`src/rtl/joy_mdscan_sequencer.sv`:
```
// joy_mdscan_sequencer: frame-rate Megadrive pad poll sequencer driving joy_sel and requesting serial reads
//   clk, reset (async, active-high), scan_en       : clock, reset, enable poll frames
//   joy_sel                                        : select line to the connector (1 while idle)
//   rd_start / rd_valid / rd_data[15:0]            : request / response of one 16-bit active-low serial read
//   pad1_btn[11:0], pad2_btn[11:0], pad_is6[1:0]   : committed active-high buttons and 6-button flags
//   frame_done, rd_err                             : commit pulse, sticky read-timeout flag
//   JOYSCAN_AUTOFIRE_EN (optional macro)           : adds autofire[1:0] input gating button A per pad
module joy_mdscan_sequencer #(
  parameter int FRAME_DIV = 20000,
  parameter int SETTLE = 32,
  parameter int RD_TIMEOUT = 256
) (
  input  logic        clk,
  input  logic        reset,
  input  logic        scan_en,
  output logic        joy_sel,
  output logic        rd_start,
  input  logic        rd_valid,
  input  logic [15:0] rd_data,
`ifdef JOYSCAN_AUTOFIRE_EN
  input  logic [1:0]  autofire,
`endif
  output logic [11:0] pad1_btn,
  output logic [11:0] pad2_btn,
  output logic [1:0]  pad_is6,
  output logic        frame_done,
  output logic        rd_err
);
  localparam int TMAX = (SETTLE > RD_TIMEOUT) ? SETTLE : RD_TIMEOUT;
  localparam int TW = $clog2(TMAX + 1);
  localparam int DW = $clog2(FRAME_DIV + 1);
  typedef enum logic [2:0] {S_IDLE, S_SETTLE, S_RD_REQ, S_RD_WAIT, S_COMMIT} state_t;
  state_t state_q, state_d;
  logic [2:0] phase_q, phase_d;
  logic [TW-1:0] tmr_q, tmr_d;
  logic [DW-1:0] div_q, div_d;
  logic sel_q, sel_d;
  logic rd_start_q, rd_start_d;
  logic done_q, done_d;
  logic err_q, err_d;
  logic [11:0] btn1_q, btn1_d, btn2_q, btn2_d;
  logic [11:0] sh1_q, sh1_d, sh2_q, sh2_d;
  logic [1:0] is6_q, is6_d, sh_is6_q, sh_is6_d;
  logic [1:0] a_gate;
  logic tick, settled, timed_out, rd_phase;
  logic unused_rd_bits;
`ifdef JOYSCAN_AUTOFIRE_EN
  logic [2:0] fc_q, fc_d;
  assign a_gate = ~autofire | {2{fc_q[2]}};
`else
  assign a_gate = 2'b11;
`endif
  // f3 and start-position bits carry nothing in the decoded phases
  assign unused_rd_bits = ^{rd_data[9:8], rd_data[1:0]};
  assign tick = div_q == DW'(FRAME_DIV - 1);
  assign settled = tmr_q == TW'(SETTLE - 1);
  assign timed_out = tmr_q == TW'(RD_TIMEOUT - 1);
  assign rd_phase = phase_q inside {3'd0, 3'd1, 3'd5, 3'd6};
  // Merge one read phase of one pad into its shadow button vector
  function automatic logic [11:0] capture(input logic [11:0] b, input logic [2:0] ph,
                                          input logic [7:0] raw, input logic six);
    logic [7:0] d;
    d = ~raw;
    capture = ph == 3'd0 ? {b[11:7], d[2], d[3], b[4], d[4], d[5], d[6], d[7]} :
              ph == 3'd1 ? {b[11:8], d[2], b[6:5], d[3], b[3:0]} :
              ph == 3'd6 ? {six ? {d[4], d[7], d[6], d[5]} : 4'b0, b[7:0]} : b;
  endfunction
  always_comb begin
    state_d = state_q;
    phase_d = phase_q;
    tmr_d = tmr_q;
    sel_d = sel_q;
    rd_start_d = 1'b0;
    done_d = 1'b0;
    err_d = err_q;
    btn1_d = btn1_q;
    btn2_d = btn2_q;
    is6_d = is6_q;
    sh1_d = sh1_q;
    sh2_d = sh2_q;
    sh_is6_d = sh_is6_q;
`ifdef JOYSCAN_AUTOFIRE_EN
    fc_d = fc_q;
`endif
    div_d = tick ? '0 : div_q + 1'b1;
    unique case (state_q)
      S_IDLE: begin
        tmr_d = '0;
        // ticks arriving outside IDLE are simply lost
        if (tick && scan_en) begin
          state_d = S_SETTLE;
          phase_d = 3'd0;
          sel_d = 1'b1;
          sh1_d = '0;
          sh2_d = '0;
          sh_is6_d = '0;
        end
      end
      S_SETTLE: begin
        tmr_d = settled ? '0 : tmr_q + 1'b1;
        if (settled) begin
          if (rd_phase) begin
            state_d = S_RD_REQ;
            rd_start_d = 1'b1;
          end else if (phase_q == 3'd7) begin
            state_d = S_COMMIT;
          end else begin
            phase_d = phase_q + 3'd1;
            sel_d = ~sel_q;
          end
        end
      end
      S_RD_REQ: begin
        state_d = S_RD_WAIT;
        tmr_d = '0;
      end
      S_RD_WAIT: begin
        tmr_d = tmr_q + 1'b1;
        if (rd_valid) begin
          tmr_d = '0;
          state_d = S_SETTLE;
          phase_d = phase_q + 3'd1;
          sel_d = ~sel_q;
          sh1_d = capture(sh1_q, phase_q, rd_data[7:0], sh_is6_q[0]);
          sh2_d = capture(sh2_q, phase_q, rd_data[15:8], sh_is6_q[1]);
          sh_is6_d = phase_q == 3'd5 ? {rd_data[15:12] == 4'h0, rd_data[7:4] == 4'h0} : sh_is6_q;
        end else if (timed_out) begin
          tmr_d = '0;
          state_d = S_IDLE;
          sel_d = 1'b1;
          err_d = 1'b1;
        end
      end
      S_COMMIT: begin
        btn1_d = {sh1_q[11:5], sh1_q[4] & a_gate[0], sh1_q[3:0]};
        btn2_d = {sh2_q[11:5], sh2_q[4] & a_gate[1], sh2_q[3:0]};
        is6_d = sh_is6_q;
        done_d = 1'b1;
        err_d = 1'b0;
        sel_d = 1'b1;
        state_d = S_IDLE;
`ifdef JOYSCAN_AUTOFIRE_EN
        fc_d = fc_q + 3'd1;
`endif
      end
      default: state_d = S_IDLE;
    endcase
  end
  always_ff @(posedge clk or posedge reset) begin
    if (reset) begin
      state_q <= S_IDLE;
      phase_q <= '0;
      tmr_q <= '0;
      div_q <= '0;
      sel_q <= 1'b1;
      rd_start_q <= 1'b0;
      done_q <= 1'b0;
      err_q <= 1'b0;
      btn1_q <= '0;
      btn2_q <= '0;
      is6_q <= '0;
      sh1_q <= '0;
      sh2_q <= '0;
      sh_is6_q <= '0;
`ifdef JOYSCAN_AUTOFIRE_EN
      fc_q <= '0;
`endif
    end else begin
      state_q <= state_d;
      phase_q <= phase_d;
      tmr_q <= tmr_d;
      div_q <= div_d;
      sel_q <= sel_d;
      rd_start_q <= rd_start_d;
      done_q <= done_d;
      err_q <= err_d;
      btn1_q <= btn1_d;
      btn2_q <= btn2_d;
      is6_q <= is6_d;
      sh1_q <= sh1_d;
      sh2_q <= sh2_d;
      sh_is6_q <= sh_is6_d;
`ifdef JOYSCAN_AUTOFIRE_EN
      fc_q <= fc_d;
`endif
    end
  end
  assign joy_sel = sel_q;
  assign rd_start = rd_start_q;
  assign frame_done = done_q;
  assign rd_err = err_q;
  assign pad1_btn = btn1_q;
  assign pad2_btn = btn2_q;
  assign pad_is6 = is6_q;
endmodule

```
`config.mk`:
```
export PLATFORM = sky130hd
export DESIGN_NAME = joy_mdscan_sequencer
export DESIGN_NICKNAME = d
export VERILOG_FILES = /design/src/rtl/joy_mdscan_sequencer.sv
export SDC_FILE = /design/constraint.sdc
export NUM_CORES = 1
export LEC_CHECK = 0
export BUFFER_PORTS_ARGS = -buffer_cell sky130_fd_sc_hd__buf_2
export CAP_MARGIN = 20
export CORE_MARGIN = 4
export CORE_UTILIZATION = 52
export CTS_CLUSTER_SIZE = 24
export DETAILED_ROUTE_END_ITERATION = 8
export PLACE_DENSITY_LB_ADDON = 0.2
export SLEW_MARGIN = 20
export SYNTH_ARGS = -nofsm -noshare
export SYNTH_HDL_FRONTEND = slang
export SYNTH_SLANG_ARGS = --single-unit
```
`constraint.sdc`:
```
create_clock -name clk -period 2.3 [get_ports clk]
set_input_delay 0.115 -clock clk [delete_from_list [all_inputs] [get_ports clk]]
set_output_delay 0.115 -clock clk [all_outputs]
set_load 0.005 [all_outputs]
```
# Word-level counts from Yosys, hierarchy flattened
# Cells that the tools add are included.
[totals]
ff_bits = 86
elab_cells = 118
out_inout_bits = 30
input_bits = 20
[op_classes]
mux = 48
n_eq_ne = 26
bitwise = 3
n_addsub = 3
n_reduce_logical = 20
[ops]
columns = ["operator", "count"]
rows = [
  ["$mux W12", 9],
  ["$pmux W12 S2", 2],
  ["$mux W3", 11],
  ["$mux W9", 3],
  ["$pmux W9 S3", 1],
  ["$ne A2 B2 Y1 const B", 13],
  ["$reduce_and A6 Y1", 3],
  ["$not A8 Y8", 2],
  ["$add A15 B1 Y15 const B", 1],
  ["$eq A15 B15 Y1 const B", 1],
  ["$mux W15", 1],
  ["$eq A3 B3 Y1 const B", 4],
  ["$pmux W3 S4", 1],
  ["$reduce_and A4 Y1", 3],
  ["$mux W1", 11],
  ["$add A9 B1 Y9 const B", 1],
  ["$eq A9 B5 Y1 const B", 1],
  ["$eq A9 B8 Y1 const B", 1],
  ["$pmux W3 S3", 1],
  ["$logic_not A4 Y1", 2],
  ["$mux W4", 2],
  ["$reduce_bool A4 Y1", 2],
  ["$eq A3 B1 Y1 const B", 2],
  ["$eq A3 B2 Y1 const B", 2],
  ["other kinds (14)", 20],
]

# Logic depth before layout (Yosys ltp)
[logic_depth]
ltp_word = 7
mapped_depth = 9
depth_no_buf = 9

# Least setup slack after synthesis
# No wires, ideal clock.
[synth_path]
kind = "register to register"
startpoint = "reg phase_q[0]"
endpoint = "reg phase_q[0]"
setup_ps = 125
period_less_slack_ps = 1954
t_arrival_ps = 1829
n_path_buf = 0
slack_ps = 346
required_time_ps = 2175
path_stages_with_launch = 8
cell_sequence = "dfrtp_1 inv_1 ha_1 nor2b_1 a211oi_1 a21oi_1 a211o_1 mux2_2"
[synth_between]
elab_chain_len = 5
word_cells_on_any_way = 15
cone_classes = "add/sub (1); eq/ne (6); mux (5); reduce/logical (3)"
[synth_lines]
columns = ["element", "line", "source"]
rows = [
  ["start, declared", "34", "logic [2:0] phase_q, phase_d;"],
  ["start signal, assigned", "170", "phase_q <= phase_d;"],
  ["$add A3 B1 Y3", "108, 122", ""],
  ["$mux W3", "105", "end else if (phase_q == 3'd7) begin"],
  ["$mux W3", "102", "if (rd_phase) begin"],
  ["$mux W3", "101", "if (settled) begin"],
  ["$pmux W3 S3", "86", "unique case (state_q)"],
]
# Several ways; a longest one is shown, not always the timed one. The select of a mux whose other input is x is not followed.
# A chain may end at the register's enable or synchronous reset.

# Worst setup path in the final report
[layout_path]
startpoint = "reg tmr_q[0]"
endpoint = "reg phase_q[0]"
[layout_between]
elab_chain_len = 3
[layout_lines]
columns = ["element", "line", "source"]
rows = [
  ["start, declared", "35", "logic [TW-1:0] tmr_q, tmr_d;"],
  ["start signal, assigned", "171", "tmr_q <= tmr_d;"],
  ["$eq A9 B5 Y1", "56", "assign settled = tmr_q == TW'(SETTLE - 1);"],
  ["$ne A2 B2 Y1 (no source line)", "n/a", ""],
  ["$reduce_and A6 Y1 (no source line)", "n/a", ""],
]
# Every way passes these cells.

==> summary.md <==
| Metric | Value |
|---|---|
| Status | `completed` |
| Total of max-cap violations | `0` |
| Worst VDD drop | `533 uV` |
| Synthesized flop and latch total | `86` |
| Adder-Cell Fraction of Synth Area | `2.92%` |
| Reg area | `2150 um2` |
| Worst skew pair latency | `roughly 0.36 ns` |
| Hold path startpoint | `rd_valid` |
| Vias per inst | `5.56` |
| DR vias | `2778` |
| Synth Flop Type | `dfrtp_1` |
| Worst setup SP type | `flip-flop` |
| Max Clk Rate | `467 MHz` |
| Hold/Removal Path Class | `in -> reg` |
| DR pass1 iterations | `5` |
| Post-Place Setup Slack | `between 0.15 and 0.2 ns` |
| Clock sinks | `86` |
| Drc violations | `0` |
| CTS buffer count | `9` |
| Core Area | `7210 um2` |
| Multiplexer share of the synthesized area | `under 10%` |
| Die ar. | `8850 um2` |
| Xor and xnor fraction of the mapped netlist area | `about 3.9%` |
| Syn Area/Cell | `11.7 um2` |
| Synth warn | `0` |
| Minimum clock period | `about 2.1 ns` |
| Cells after synthesis | `330` |
| Data required, critical path | `around 2.5 ns` |
| Commonest cells after routing, fill and taps aside | `dfrtp_1, buf_2, nand2_1, nor2_1, mux2_2` |
| Routed wire length | `7520 um` |
| Final max-slew violation count | `0` |
| Largest net degree at the start of global routing | `between 80 and 90` |
| Post-Syn Area | `3850 um2` |
| Max Root-Sink Buffers | `2` |
| Number of global-route vias before repair | `2691` |
| Rel. slew slack | `53.6%` |
| Worst Setup End Kind | `flip-flop` |
| # nets final | `426` |
| Largest family of logic cells by synthesized area | `simple AND/OR/NAND/NOR gates` |
| Power Density | `801 nW/um2` |
| Layout cell share with drive strength beyond 1 | `23.9%` |
| Initial antenna violation count | `0` |
| First-pass GRT wire length | `13000 um` |
| I/O Pins | `50` |
| RSZ-0062 raised after global routing | `no` |
| Post-DP HPWL | `~5100 um` |
| Asr flop ratio synth | `100%` |
| Final setup margin | `between 0.15 and 0.2 ns` |
| IO Port Bufs | `45` |
| Post-synthesis compound-gate area fraction | `12.6%` |
| Slowest-stage cell, CP | `dfrtp_1` |
| Multi-input logic area | `1620 um2` |
| ANT cells | `0` |
| Syn nets | `359` |
| Total gr overflow | `0` |
| Fill count | `roughly 610` |
| Area grow syn2layout | `18.9%` |
| All-Layer GR Usage | `18.9%` |
| Tcrit/Tclk final | `93.0%` |
| DRT iter0 DRCs | `85` |
| R2r startpoint | `tmr_q[0]$_DFFE_PP0P_` |
| Simple-Gate Fraction of Synth Area | `14.3%` |
| Die width | `between 90 and 100 um` |
| CP Max Fanout | `5` |
| Setup TNS | `0 ns` |
| Final-report hold violation count | `0` |
| CP peak stage delay | `between 0.4 and 0.5 ns` |
| Leakage power | `2.20 nW` |
| Setup crit start | `tmr_q[0]$_DFFE_PP0P_` |
| Worst EP arrival | `~2.4 ns` |
| Clock Skews | `0.0100 ns` |
| Root Buffer | `clkbuf_8` |
| Avg WL per Cell | `15.0 um` |
| Initial core utilization | `a little over half` |
| Setup violators final | `0` |
| Yosys cell types | `52` |
| Post-DRT Antenna Nets | `0` |
| Std-Cell Rows | `31` |
| Slew at the pin with the worst max-slew slack | `roughly 0.7 ns` |
| Cells along the critical path | `ha_1 > nand4_1 > nor2_1 > ha_1 > nor2_1 > nand2_1 > o21ai_1 > and4bb_2 > mux2_2` |
| CP Class | `reg -> reg` |
| Seq/Total Area, Yosys | `a little under three fifths` |
| Die Span Y | `between 90 and 100 um` |
| Final Wtd Congestion | `just under 0.8` |
| Commonest non-fill, non-tap cell in the layout | `dfrtp_1` |
| Post-synth EDFFs | `0` |
| H-tree levels | `3` |
| Worst-path clk slew | `0.08 ns` |
| Layout Utilization | `63.5%` |
| CTS tree | `built` |
[report_power, final]
group	internal (W)	switching [W]	total (W)	leakage, nW
Sequential	0.00163	0.000130	0.00177	1.17
Clock	0.000610	0.000532	0.00114	0.0990
Combinational	0.000320	0.000444	0.000764	0.939
Total	0.00256	0.00111	0.00367	2.20
[routing by layer]
| metal | wire, um | track usage [%] | vias to the layer above |
|---|---|---|---|
| met4 | 126 | 6.86 | 0 |
| met5 | 0 | 0 | - |
| met3 | 327 | 4.25 | 10 |
| met2 | 3340 | 28.3 | 69 |
| met1 | 3720 | 27.0 | 1370 |
| li1 | - | - | 1329 |
[worst max-delay path, delay by kind of cell, from the launching register on]
family	cells	cell delay (ns)
AOI/OAI and AO/OA	1	0.17
adders and majority gates	2	0.45
DFF	1	0.42
muxes	1	0.26
and+or+nand+nor	5	0.74
[sequential cells by signal, indices dropped and copies added (netlist names), 2 cells and up]
signal	cells
div_q	15
pad1_btn	12
pad2_btn	12
pad_is6	2
phase_q	3
sh1_q	12
sh2_q	12
sh_is6_q	2
state_q	3
tmr_q	9
[cells by family (layout without fill, tap and decap cells)]
family,after synthesis,in the layout
flip-flops,86,86
buffers and inverters,19,90
AND/OR/NAND/NOR,107,107
XOR/XNOR,17,17
adder cells (fa/ha/maj),9,9
AO/OA/AOI/OAI,64,64
multiplexers,28,28
[final cells by class]
class / count / area share [%]
flip-flops and latches: 86 / 47.0
multi-input cells: 225 / 35.3
repair buffers: 66 / 9.61
clock buffers: 10 / 2.78
well taps: 99 / 2.70
clock inverters: 5 / 1.83
inverters: 9 / 0.819
[final timing paths]
kind | endpoint | slack, ns | depth (start not counted)
max in group asynchronous | joy_sel$_DFFE_PP1P_ | 1.48 | 4
min in group asynchronous | frame_done$_DFF_PP0_ | 0.41 | 4
min | tmr_q[4]$_DFFE_PP0P_ | 0.27 | 4
min reg2reg | div_q[0]$_DFF_PP0_ | 0.49 | 1
max | phase_q[0]$_DFFE_PP0P_ | 0.16 | 9
max reg2reg | phase_q[0]$_DFFE_PP0P_ | 0.16 | 9
[timing repair]
| item | CTS | global route |
|---|---|---|
| setup endpoints to repair | 0 | 1 |
| endpoints found under the hold margin | 105 | 0 |
| hold buffers | 13 | 0 |
| gates resized for setup | 0 | 1 |
| setup buffers | 0 | 0 |
[synthesized netlist by cell type, drive strengths merged (6+ instances only)]
| library cell | number | share of area, % |
|---|---|---|
| nor3 | 10 | 1.3 |
| xor2 | 6 | 1.4 |
| ha | 9 | 2.9 |
| o21ai | 14 | 1.8 |
| o2bb2ai | 12 | 2.7 |
| inv | 9 | 0.88 |
| nand3 | 16 | 2.1 |
| xnor2 | 11 | 2.5 |
| mux2 | 27 | 7.9 |
| dfrtp | 85 | 55 |
| nor2 | 24 | 2.4 |
| o31ai | 12 | 2.3 |
| nand2 | 30 | 2.9 |
[per-stage QoR]
| step | cell area, um2 | power [W] | hold WS [ns] | instances |
|---|---|---|---|---|
| after detailed placement | 4240 | 0.00253 | 0.280 | 472 |
| after floorplan | 3860 | 0.00235 | 0.197 | 330 |
| final | 4580 | 0.00367 | 0.273 | 500 |
| after global placement | 4240 | 0.00250 | 0.279 | 472 |
| after CTS | 4580 | 0.00370 | 0.256 | 500 |
| after global routing | 4580 | 0.00389 | 0.293 | 500 |
Note: power is estimated with default switching activity, not from simulation.
